<file path="src/rtl/uart_mmio_fifo.sv">
// Memory-mapped UART with TX/RX FIFOs and sticky overrun/framing flags.
// Define UART_LOOPBACK_EN to add the STATUS bit4 internal loopback.

module uart_fifo #(
    parameter int unsigned DEPTH = 8,
    parameter int unsigned WIDTH = 8
) (
    input  logic                   clk,
    input  logic                   rst,
    input  logic                   push,
    input  logic [WIDTH-1:0]       push_data,
    input  logic                   pop,
    output logic [WIDTH-1:0]       head_c,
    output logic [$clog2(DEPTH):0] count_c,
    output logic                   full_c,
    output logic                   empty_c
);
    localparam int unsigned AW = $clog2(DEPTH);
    localparam int unsigned PW = AW + 1;

    logic [WIDTH-1:0] mem [DEPTH];
    logic [PW-1:0]    wr_ptr;
    logic [PW-1:0]    rd_ptr;
    logic             do_push;
    logic             do_pop;

    // A pop frees the slot a simultaneous push lands in, so full+push+pop is legal.
    assign do_pop  = pop && !empty_c;
    assign do_push = push && (!full_c || pop);

    assign count_c = wr_ptr - rd_ptr;
    assign full_c  = (count_c == PW'(DEPTH));
    assign empty_c = (wr_ptr == rd_ptr);
    assign head_c  = mem[rd_ptr[AW-1:0]];

    always_ff @(posedge clk) begin
        if (rst) begin
            wr_ptr <= '0;
            rd_ptr <= '0;
        end else begin
            if (do_push) wr_ptr <= wr_ptr + PW'(1);
            if (do_pop)  rd_ptr <= rd_ptr + PW'(1);
        end
    end

    always_ff @(posedge clk) begin
        if (do_push) mem[wr_ptr[AW-1:0]] <= push_data;
    end
endmodule

module uart_mmio_fifo #(
    parameter int unsigned CLOCK_FREQ = 50000000,
    parameter int unsigned BAUD_RATE  = 115200,
    parameter int unsigned FIFO_DEPTH = 8
) (
    input  logic        clk,
    input  logic        rst,
    input  logic [1:0]  addr,
    input  logic        re,
    input  logic        we,
    input  logic [7:0]  wdata,
    output logic [31:0] rdata,
    input  logic        serial_rx,
    output logic        serial_tx
);
    localparam int unsigned CLKS_PER_BIT = CLOCK_FREQ / BAUD_RATE;
    localparam int unsigned HALF_BIT     = CLKS_PER_BIT / 2;
    localparam int unsigned CW           = $clog2(CLKS_PER_BIT);
    localparam int unsigned PW           = $clog2(FIFO_DEPTH) + 1;

    localparam logic [1:0] A_STATUS = 2'd0;
    localparam logic [1:0] A_RXDATA = 2'd1;
    localparam logic [1:0] A_TXDATA = 2'd2;
    localparam logic [1:0] A_COUNT  = 2'd3;

    typedef enum logic [1:0] {S_IDLE, S_START, S_DATA, S_STOP} state_t;

    // Bus decode
    logic status_wr_c;
    logic tx_wr_c;
    logic rx_pop_c;

    // FIFO views
    logic [7:0]    tx_head_c;
    logic [7:0]    rx_head_c;
    logic [PW-1:0] tx_count_c;
    logic [PW-1:0] rx_count_c;
    logic          tx_full_c;
    logic          tx_empty_c;
    logic          rx_full_c;
    logic          rx_empty_c;

    // Transmitter
    state_t        tx_state;
    logic [CW-1:0] tx_cnt;
    logic [2:0]    tx_bit;
    logic [7:0]    tx_shreg;
    logic          tx_line;
    logic          tx_bit_end_c;
    logic          tx_pop_c;

    // Receiver
    state_t        rx_state;
    logic [CW-1:0] rx_cnt;
    logic [2:0]    rx_bit;
    logic [7:0]    rx_shreg;
    logic          rx_wait;
    logic          rx_s1;
    logic          rx_s2;
    logic          rx_prev;
    logic          rx_line_c;
    logic          rx_fall_c;
    logic          rx_bit_end_c;
    logic          rx_stop_sample_c;
    logic          rx_push_c;

    // Status
    logic          overrun;
    logic          frame_err;
    logic          loopback;
    logic          ovr_set_c;
    logic          frame_set_c;
    logic [31:0]   status_c;

    assign status_wr_c = we && (addr == A_STATUS);
    assign tx_wr_c     = we && (addr == A_TXDATA);
    assign rx_pop_c    = re && (addr == A_RXDATA) && !rx_empty_c;

    uart_fifo #(.DEPTH(FIFO_DEPTH), .WIDTH(8)) u_tx_fifo (
        .clk       (clk),
        .rst       (rst),
        .push      (tx_wr_c),
        .push_data (wdata),
        .pop       (tx_pop_c),
        .head_c    (tx_head_c),
        .count_c   (tx_count_c),
        .full_c    (tx_full_c),
        .empty_c   (tx_empty_c)
    );

    uart_fifo #(.DEPTH(FIFO_DEPTH), .WIDTH(8)) u_rx_fifo (
        .clk       (clk),
        .rst       (rst),
        .push      (rx_push_c),
        .push_data (rx_shreg),
        .pop       (rx_pop_c),
        .head_c    (rx_head_c),
        .count_c   (rx_count_c),
        .full_c    (rx_full_c),
        .empty_c   (rx_empty_c)
    );

`ifdef UART_LOOPBACK_EN
    always_ff @(posedge clk) begin
        if (rst)              loopback <= 1'b0;
        else if (status_wr_c) loopback <= wdata[4];
    end

    // Loopback steals the line: the receiver hears the transmitter, the pin idles.
    assign rx_line_c = loopback ? tx_line : serial_rx;
    assign serial_tx = tx_line | loopback;
`else
    assign loopback  = 1'b0;
    assign rx_line_c = serial_rx;
    assign serial_tx = tx_line;
`endif

    // Transmitter: pops on IDLE or at the end of STOP so frames abut with no gap.
    assign tx_bit_end_c = (tx_cnt == CW'(CLKS_PER_BIT - 1));
    assign tx_pop_c     = !tx_empty_c &&
                          ((tx_state == S_IDLE) || ((tx_state == S_STOP) && tx_bit_end_c));

    always_ff @(posedge clk) begin
        if (rst) begin
            tx_state <= S_IDLE;
            tx_cnt   <= '0;
            tx_bit   <= '0;
            tx_shreg <= '0;
            tx_line  <= 1'b1;
        end else begin
            case (tx_state)
                S_IDLE: begin
                    if (!tx_empty_c) begin
                        tx_state <= S_START;
                        tx_cnt   <= '0;
                        tx_shreg <= tx_head_c;
                        tx_line  <= 1'b0;
                    end
                end
                S_START: begin
                    if (tx_bit_end_c) begin
                        tx_state <= S_DATA;
                        tx_cnt   <= '0;
                        tx_bit   <= '0;
                        tx_line  <= tx_shreg[0];
                    end else begin
                        tx_cnt <= tx_cnt + CW'(1);
                    end
                end
                S_DATA: begin
                    if (tx_bit_end_c) begin
                        tx_cnt <= '0;
                        if (tx_bit == 3'd7) begin
                            tx_state <= S_STOP;
                            tx_line  <= 1'b1;
                        end else begin
                            tx_bit   <= tx_bit + 3'd1;
                            tx_shreg <= {1'b0, tx_shreg[7:1]};
                            tx_line  <= tx_shreg[1];
                        end
                    end else begin
                        tx_cnt <= tx_cnt + CW'(1);
                    end
                end
                S_STOP: begin
                    if (tx_bit_end_c) begin
                        tx_cnt <= '0;
                        if (!tx_empty_c) begin
                            tx_state <= S_START;
                            tx_shreg <= tx_head_c;
                            tx_line  <= 1'b0;
                        end else begin
                            tx_state <= S_IDLE;
                        end
                    end else begin
                        tx_cnt <= tx_cnt + CW'(1);
                    end
                end
                default: tx_state <= S_IDLE;
            endcase
        end
    end

    // Two-flop synchroniser plus one delayed copy for falling-edge detection.
    always_ff @(posedge clk) begin
        if (rst) begin
            rx_s1   <= 1'b1;
            rx_s2   <= 1'b1;
            rx_prev <= 1'b1;
        end else begin
            rx_s1   <= rx_line_c;
            rx_s2   <= rx_s1;
            rx_prev <= rx_s2;
        end
    end

    assign rx_fall_c        = rx_prev && !rx_s2;
    assign rx_bit_end_c     = (rx_cnt == CW'(CLKS_PER_BIT - 1));
    assign rx_stop_sample_c = (rx_state == S_STOP) && !rx_wait && rx_bit_end_c;
    assign rx_push_c        = rx_stop_sample_c && rx_s2;
    assign frame_set_c      = rx_stop_sample_c && !rx_s2;
    assign ovr_set_c        = rx_push_c && rx_full_c && !rx_pop_c;

    // Receiver: after the half-bit start check every sample lands mid-bit.
    always_ff @(posedge clk) begin
        if (rst) begin
            rx_state <= S_IDLE;
            rx_cnt   <= '0;
            rx_bit   <= '0;
            rx_shreg <= '0;
            rx_wait  <= 1'b0;
        end else begin
            case (rx_state)
                S_IDLE: begin
                    if (rx_fall_c) begin
                        rx_state <= S_START;
                        rx_cnt   <= '0;
                    end
                end
                S_START: begin
                    if (rx_cnt == CW'(HALF_BIT - 1)) begin
                        rx_cnt   <= '0;
                        rx_bit   <= '0;
                        rx_state <= rx_s2 ? S_IDLE : S_DATA;
                    end else begin
                        rx_cnt <= rx_cnt + CW'(1);
                    end
                end
                S_DATA: begin
                    if (rx_bit_end_c) begin
                        rx_cnt   <= '0;
                        rx_shreg <= {rx_s2, rx_shreg[7:1]};
                        if (rx_bit == 3'd7) rx_state <= S_STOP;
                        else                rx_bit   <= rx_bit + 3'd1;
                    end else begin
                        rx_cnt <= rx_cnt + CW'(1);
                    end
                end
                S_STOP: begin
                    // A low stop bit parks here until the line recovers.
                    if (rx_wait) begin
                        if (rx_s2) begin
                            rx_wait  <= 1'b0;
                            rx_state <= S_IDLE;
                        end
                    end else if (rx_bit_end_c) begin
                        rx_cnt <= '0;
                        if (rx_s2) rx_state <= S_IDLE;
                        else       rx_wait  <= 1'b1;
                    end else begin
                        rx_cnt <= rx_cnt + CW'(1);
                    end
                end
                default: rx_state <= S_IDLE;
            endcase
        end
    end

    // Sticky flags: write-1-to-clear, a same-cycle set takes priority.
    always_ff @(posedge clk) begin
        if (rst) begin
            overrun   <= 1'b0;
            frame_err <= 1'b0;
        end else begin
            if (status_wr_c && wdata[2]) overrun   <= 1'b0;
            if (status_wr_c && wdata[3]) frame_err <= 1'b0;
            if (ovr_set_c)               overrun   <= 1'b1;
            if (frame_set_c)             frame_err <= 1'b1;
        end
    end

    assign status_c = {27'd0, loopback, frame_err, overrun, !rx_empty_c, !tx_full_c};

    always_ff @(posedge clk) begin
        if (rst) begin
            rdata <= '0;
        end else if (re) begin
            case (addr)
                A_STATUS: rdata <= status_c;
                A_RXDATA: rdata <= rx_empty_c ? 32'd0 : {24'd0, rx_head_c};
                A_TXDATA: rdata <= 32'd0;
                A_COUNT:  rdata <= {16'd0, 8'(tx_count_c), 8'(rx_count_c)};
                default:  rdata <= 32'd0;
            endcase
        end
    end
endmodule

</file>
<file path="config.mk">
export PLATFORM = sky130hd
export DESIGN_NAME = uart_mmio_fifo
export DESIGN_NICKNAME = d
export VERILOG_FILES = /design/src/rtl/uart_mmio_fifo.sv
export SDC_FILE = /design/constraint.sdc
export NUM_CORES = 1
export LEC_CHECK = 0
export ABC_AREA = 1
export CORE_MARGIN = 3
export CORE_UTILIZATION = 45
export CTS_BUF_LIST = sky130_fd_sc_hd__clkbuf_4
export DETAILED_ROUTE_END_ITERATION = 12
export PLACE_DENSITY = 0.67
export SYNTH_ARGS = -nofsm -noshare
export SYNTH_HDL_FRONTEND = slang
export SYNTH_HIERARCHICAL = 1
export SYNTH_SLANG_ARGS = --single-unit
</file>
<file path="constraint.sdc">
create_clock -name clk -period 2.2 [get_ports clk]
set_input_delay 0.22 -clock clk [delete_from_list [all_inputs] [get_ports clk]]
set_output_delay 0.22 -clock clk [all_outputs]
set_load 0.05 [all_outputs]
</file>
==> results of run 1 <==
[state kept, by name, indices dropped and copies added, names as in the netlist, 2 cells and up, named ones only]
name and flops:
tx_shreg 8, tx_cnt 9, rdata 12, tx_state 2
u_tx_fifo/rd_ptr 4, u_rx_fifo/rd_ptr 4, u_rx_fifo/mem 64, u_tx_fifo/wr_ptr 4
rx_bit 3, tx_bit 3, rx_shreg 8, u_tx_fifo/mem 64
u_rx_fifo/wr_ptr 4, rx_cnt 9
[layer usage]
metal | wire, um | part of all wire | vias to the layer above
met3 | 1230 | 0.053 | 63
met5 | 0 | 0 | -
met2 | 11100 | 0.48 | 255
li1 | - | - | 3891
met1 | 10100 | 0.44 | 3719
met4 | 736 | 0.032 | 0
[cells by family after synthesis]
group,Yosys count
adder cells (fa/ha/maj),26
AND/OR/NAND/NOR,471
multiplexers,1
AO/OA/AOI/OAI,171
XOR/XNOR,8
flip-flops,213
buffers and inverters,157
other,1
[critical path, delay by kind of cell (launching register included)]
family        cells  cell delay (ns)
flops             1             0.32
fa+ha+maj         2             0.70
simple gates      5             0.58
buf+inv           4             0.41
[power groups by stage]
stage | Combinational (mW) | Clock, mW | Sequential (mW)
2_1_floorplan | 1.91 | 0 | 4.63
3_3_place_gp | 2.84 | 0 | 4.56
3_5_place_dp | 2.87 | 0 | 4.56
4_1_cts | 3.06 | 3.47 | 4.49
5_1_grt | 3.93 | 3.70 | 4.51
6_report | 3.57 | 3.37 | 4.49
[Yosys cell counts (5+ instances only)]
cell,n
nand2_1,210
nor2_1,174
edfxtp_1,128
inv_1,93
dfxtp_1,85
o21ai_0,63
a21oi_1,55
nand3_1,39
o32ai_1,32
ha_1,24
buf_4,20
clkbuf_1,17
buf_2,12
inv_2,10
xor2_1,8
nand2_2,7
nand3_2,7
nand3b_1,6
o21ai_2,5
[layout make-up]
class | instances | area, um^2 | area share
Antenna cell | 1 | 2.50 | 0.000204
Clock buffer | 84 | 631 | 0.0514
Sequential cell | 213 | 5560 | 0.453
Multi-Input combinational cell | 698 | 3920 | 0.319
Tap cell | 275 | 344 | 0.0281
Clock inverter | 18 | 88.8 | 0.00725
Inverter | 105 | 402 | 0.0328
Timing Repair Buffer | 155 | 1320 | 0.108
[worst max path at each step]
stage                        startpoint             endpoint  slack [ns]  depth (start not counted)
floorplan                     tx_cnt[0]  u_tx_fifo/mem[0][0]       -0.09                         11
global placement    u_tx_fifo/wr_ptr[0]  u_tx_fifo/mem[1][6]       -0.14                          9
detailed placement  u_tx_fifo/rd_ptr[2]  u_tx_fifo/mem[0][2]       -0.28                         11
CTS                           tx_cnt[1]  u_tx_fifo/mem[6][6]       -0.12                         14
global route                  tx_cnt[1]          tx_shreg[6]       -0.26                         18
finish              u_tx_fifo/wr_ptr[0]  u_tx_fifo/mem[6][6]       -0.15                         11
[stage by stage]
stage	setup WS (ns)	power, mW	setup TNS (ns)
global placement	-0.143	7.40	-7.75
finish	-0.154	11.4	-5.69
global route	-0.263	12.1	-15.48
floorplan	-0.0867	6.54	-3.28
detailed placement	-0.281	7.43	-13.22
CTS	-0.119	11.0	-4.47
[repair_timing]
item	4_1_cts	5_1_grt
pin swaps	16	33
gates resized for setup	28	55
cloned	0	1
endpoints found under the setup margin	112	152
setup buffers	34	17
==> impl_metrics.tcl, run 1 <==
set metrics [dict create \
    cts_tree "built" \
    critPathRequiredTime_ns 2.55 \
    clock-sinks 213 \
    synthCells 1048 \
    hold_class "input port to flip-flop" \
    cpMostUsedCell "nand3_4" \
    synth-compound-area-share 0.107 \
    power_density_nw_per_um2 932 \
    clock_latency_ns 0.68 \
    use_met1 0.251 \
    cts-hold-fix-buffers 0 \
    min_to "rx_s1" \
    rsz0062_at_grt "true" \
    vias 7928 \
    rows 53 \
    syn2layout_area_growth_pct 26.0 \
    track_usage 0.194 \
    yosys_warnings 6 \
    die_h_um 153 \
    utilization 0.579 \
    die_area_um2 23400 \
    finalCritPeriodShare 1.07 \
    cts_buffers 54 \
    ys_types 46 \
    synthSimpleGateAreaFrac 0.208 \
    r2r_setup_slack_ns -0.15 \
    crit_path_end_kind "flip-flop" \
    drt_iter0_markers 512 \
    wirelength_um 23100 \
    initial_core_util 0.460 \
    violations "negative setup slack" \
    muxShareOfSynthArea 0.00103 \
    fin_cells 1549 \
    worstPathArrival_ns 2.70 \
    worstReg2RegStart "u_tx_fifo/wr_ptr[0]" \
    r2r_end "u_tx_fifo/mem[6][6]" \
    synth_area_leaders "edfxtp_1 40%, dfxtp_1 17%, nand2_1 8.1%, nor2_1 6.7%, inv_1 3.6%" \
    leakagePower_nw 5.07 \
    layout_common_cells "205 x nand2_1, 156 x nor2_1, 128 x edfxtp_1, 117 x buf_4, 86 x inv_1" \
    grt_use_met2 0.315 \
    cts_buffer_depth 3 \
    finClkSkew_ns 0.0589 \
    syn-mean-instance-area_um2 9.28 \
    use_met3 0.0402 \
    hpwl_um 15400 \
    synth_top_family_by_area "simple AND/OR/NAND/NOR gates" \
    netlist_area_um2 9730 \
    reg2regPathDepth 11 \
    synth_edf_count 128 \
    fmax_ghz 0.425 \
    routed_via_density 5.12 \
    status "finished, violations left" \
    grt_pass1_wl_um 37400 \
    min_path_cells 2 \
    cp_max_fo 8 \
    cp_slowest_cell "fa_2" \
    drive_above_1_share 0.258 \
    synth-seq-cells 213 \
    antenna_left 0 \
    dpl_cell_area_um2 10800 \
    cp-start-kind "flip-flop" \
    fin_crit_ns 2.35 \
    synth-main-ff-cell "edfxtp_1" \
    final_area_um2 12300 \
    layout_commonest_cell "nand2_1" \
    cap_viol_max_count 0 \
    p_sw_frac 0.335 \
    comb_power_share 0.312 \
    synth_top_area_share 0.395 \
    setup_slack_ns -0.154 \
    fill_cells 1795 \
    synthAdderAreaFrac 0.0350 \
    setup_viol 99 \
    internal_power_mw 7.60 \
    synth_largest_area_cell "edfxtp_1" \
    clkTransAtPathRegs_ns 0.07 \
    timing.final.max_slew_violations 0 \
    p_switching_mw 3.83 \
    dr.pass1.iters 6 \
    synthArstFlopShare 0 \
    max-vdd-ir-drop_uv 412 \
    cts-root-buf "clkbuf_4" \
    final-hold-violation-count 0 \
    worst_pin_slew_ns 0.526 \
    cp_cell_sequence "inv_1, ha_2, inv_2, fa_2, or2_4, nor2_4, nand3_4, nand3_4, buf_6, nor3_4, buf_12" \
    placed_cells 1398 \
    synth_xor_area_frac 0.00720 \
    clkPwrFrac 0.295 \
    gp_congestion 0.852 \
    ys_seq_area_frac 0.570 \
    port_buffers 27 \
    wl_per_cell_um 14.9 \
    hold_ws_ns 0.106 \
    final_nets 1268 \
    overflow 0 \
    pin_count 48 \
    seqPwrFrac 0.393 \
    relSlewSlack 0.648 \
    remaining_drc_errors 0 \
    hp-start "serial_rx" \
    h-tree-depth 2 \
    cpPeakStageDelay_ns 0.53 \
    antenna_found_initial 1 \
    grt_max_degree 33 \
    gr-max-usage-layer "met2" \
    grt_pass1_vias 7690 \
    critPathKind "flip-flop to flip-flop" \
    chipWidth_um 153 \
    core_area_um2 21200 \
]
Note: power is estimated with default switching activity, not from simulation.
==> run 2, diff against run 1 <==
--- a/config.mk
+++ b/config.mk
@@ -6,12 +6,12 @@
 export NUM_CORES = 1
 export LEC_CHECK = 0
 export ABC_AREA = 1
+export CAP_MARGIN = 20
 export CORE_MARGIN = 3
 export CORE_UTILIZATION = 45
 export CTS_BUF_LIST = sky130_fd_sc_hd__clkbuf_4
 export DETAILED_ROUTE_END_ITERATION = 12
-export PLACE_DENSITY = 0.67
+export PLACE_DENSITY_LB_ADDON = 0.08
 export SYNTH_ARGS = -nofsm -noshare
 export SYNTH_HDL_FRONTEND = slang
-export SYNTH_HIERARCHICAL = 1
 export SYNTH_SLANG_ARGS = --single-unit
==> run 2 against run 1 <==
The run now ends clean. Sequential share of layout area up 2.3 points. Non-clock buffer count shrank 46. Global-route usage fell by 0.099 points. Die area down 0.53%. Worst hold slack better by 0.040 ns. First-iteration DRC count increased by 11%. Register-to-register slack better by 0.22 ns. Via count shrank 8.5%. Sequential power is essentially flat. Critical endpoint is now u_rx_fifo.mem[3][4]. Largest cell class unchanged. Highest routed layer unchanged.
==> impl_metrics.tcl, run 2 <==
set metrics [dict create \
    fill_cells 1950 \
    pin_count 48 \
    die_h_um 153 \
    drt_iter0_markers 567 \
    synth_area_leaders "edfxtp_1 40%, dfxtp_1 18%, nand2_1 6.6%, nor2_1 4.6%, nand3_1 3.9%" \
    cts-root-buf "clkbuf_4" \
    finalCritPeriodShare 0.970 \
    rsz0062_at_grt "true" \
    yosys_warnings 0 \
    initial_core_util 0.459 \
    clock-sinks 213 \
    seq_area_um2 5550 \
    rows 53 \
    hpwl_um 15300 \
    crit_path_end_kind "flip-flop" \
    final_area_um2 11700 \
    crit_end "u_rx_fifo.mem[3][4]" \
    cp-start-kind "flip-flop" \
    reg2regPathDepth 8 \
    leakagePower_nw 4.48 \
    core_area_um2 21100 \
    grt_max_degree 55 \
    setup_viol 0 \
    yosysMostFrequentCell "nand2_1" \
    synth_top_area_share 0.397 \
    ys_types 48 \
    cp_max_fo 8 \
    r2r_setup_slack_ns 0.07 \
    cts_tree "built" \
    status "finished, final reports clean" \
    synth_common_cells "171 x nand2_1, 128 x edfxtp_1, 118 x nor2_1" \
    final_nets 1178 \
    die_area_um2 23300 \
    synth-main-ff-cell "edfxtp_1" \
    worst_pin_slew_ns 0.718 \
    vias 7254 \
    worstReg2RegStart "u_rx_fifo.wr_ptr[0]" \
    chipWidth_um 153 \
    timing.final.max_slew_violations 0 \
    routed_via_density 4.97 \
    critPathRequiredTime_ns 2.52 \
    pre_cts_ws_ns -0.333 \
    total_power_mw 10.4 \
    synth_largest_area_cell "edfxtp_1" \
    fmax_ghz 0.469 \
    r2r_end "u_rx_fifo.mem[3][4]" \
    startpoint "u_rx_fifo.wr_ptr[0]" \
    cap_viol_max_count 0 \
    antenna_found_initial 1 \
    syn-mean-instance-area_um2 9.62 \
    worstPathArrival_ns 2.45 \
    overflow 0 \
    relSlewSlack 0.518 \
    setup_slack_ns 0.0657 \
    port_buffers 27 \
    track_usage 0.193 \
    finClkSkew_ns 0.0437 \
    h-tree-depth 2 \
    netlist_area_um2 9680 \
    antenna_left 0 \
    grt_pass1_vias 6921 \
    ys_seq_area_frac 0.573 \
    synthCells 1006 \
    power_density_nw_per_um2 891 \
    grt_pass1_wl_um 36400 \
    synth_edf_count 128 \
    synth-seq-cells 213 \
    layout_commonest_cell "nand2_1" \
    clock_latency_ns 0.67 \
    clkTransAtPathRegs_ns 0.07 \
    dpl_cell_area_um2 10700 \
    cts_buffers 55 \
    synthArstFlopShare 0 \
    wl_per_cell_um 15.5 \
    wirelength_um 22700 \
    hold_class "input port to flip-flop" \
    max-vdd-ir-drop_uv 515 \
    drive_above_1_share 0.217 \
    multi_input_area_um2 3790 \
    critPathKind "flip-flop to flip-flop" \
    final-hold-violation-count 0 \
    layout_common_cells "171 x nand2_1, 128 x edfxtp_1, 106 x nor2_1, 81 x dfxtp_1, 80 x clkbuf_4" \
    fin_crit_ns 2.13 \
    gp_congestion 0.833 \
    syn2layout_area_growth_pct 20.4 \
    dr.pass1.iters 5 \
    cts_buffer_depth 3 \
    remaining_drc_errors 0 \
]
-- run 2: cell count changes in the layout (fill, tap and decap cells not counted), moves of 25 or more --
| cell | before | now |
|---|---|---|
| buf_4 | 117 | 77 |
| o211ai_1 | 1 | 26 |
| nand3_1 | 36 | 74 |
| nand2_1 | 205 | 171 |
| nor2_1 | 156 | 106 |
| o32ai_1 | 32 | 0 |
-- run 2: kinds of logic after synthesis --
| family | count (synthesis) | synth area share |
|---|---|---|
| simple gates | 424 | 0.202 |
| flops | 213 | 0.573 |
| compound gates | 191 | 0.112 |
| buf+inv | 139 | 0.0650 |
| fa+ha+maj | 26 | 0.0352 |
| xor+xnor | 12 | 0.0116 |
| other cells | 1 | 0.000388 |
-- run 2: per-stage QoR --
step	util	setup TNS, ns	hold slack, ns	std cells
after global routing	0.553	-0.395	0.0876	1459
after global placement	0.507	-10.16	0.399	1351
final	0.553	0	0.146	1459
after floorplan	-	-4.71	0.319	1025
after detailed placement	0.507	-14.52	0.415	1351
after CTS	0.545	-1.09	0.0613	1457
-- run 2: worst min path at each step --
stage	cells after the start	endpoint	start
floorplan	0	u_tx_fifo.mem[0][0]	wdata[0]
global placement	1	rx_s2	rx_s1
detailed placement	1	rx_s2	rx_s1
CTS	2	rx_s1	serial_rx
global route	2	rx_s1	serial_rx
finish	2	rx_s1	serial_rx
-- run 2: what timing repair did --
item                                   in CTS  in global routing
hold buffers                                0                  0
pin swaps                                   5                 10
setup buffers                               3                  2
resized for setup                          16                 33
setup endpoints to repair                  95                136
endpoints found under the hold margin       0                  0
-- run 2: area by class of cell --
| cell class | count | share of cell area |
|---|---|---|
| well taps | 275 | 0.0295 |
| multi-input cells | 673 | 0.325 |
| clock inverters | 23 | 0.00988 |
| flip-flops and latches | 213 | 0.476 |
| clock buffers | 80 | 0.0515 |
| diodes | 1 | 0.000215 |
| inverters | 85 | 0.0277 |
| repair buffers | 109 | 0.0795 |
-- run 2: worst max-delay path: stages (launching register included) --
cell,delay (ns)
dfxtp_2,0.34
inv_2,0.05
ha_4,0.15
fa_2,0.35
xnor2_2,0.22
nor3_4,0.06
nand3_4,0.12
nand3_2,0.20
nor2_4,0.28
-- run 2: metal layers --
metal  global-route usage  wire length, um  vias to the layer above
met5                    0                0                        -
li1                     -                -                     3702
met3               0.0423             1500                       33
met2                0.267             9150                      211
met4               0.0556              401                        0
met1                0.302            11600                     3308
-- run 2: power breakdown --
part           leakage [nW]  total (mW)  switching, mW  internal, mW
clock network         0.424        3.38           1.59          1.79
logic                  2.19        2.51           1.64         0.872
registers              1.86        4.49          0.119          4.37
total                  4.48        10.4           3.35          7.04
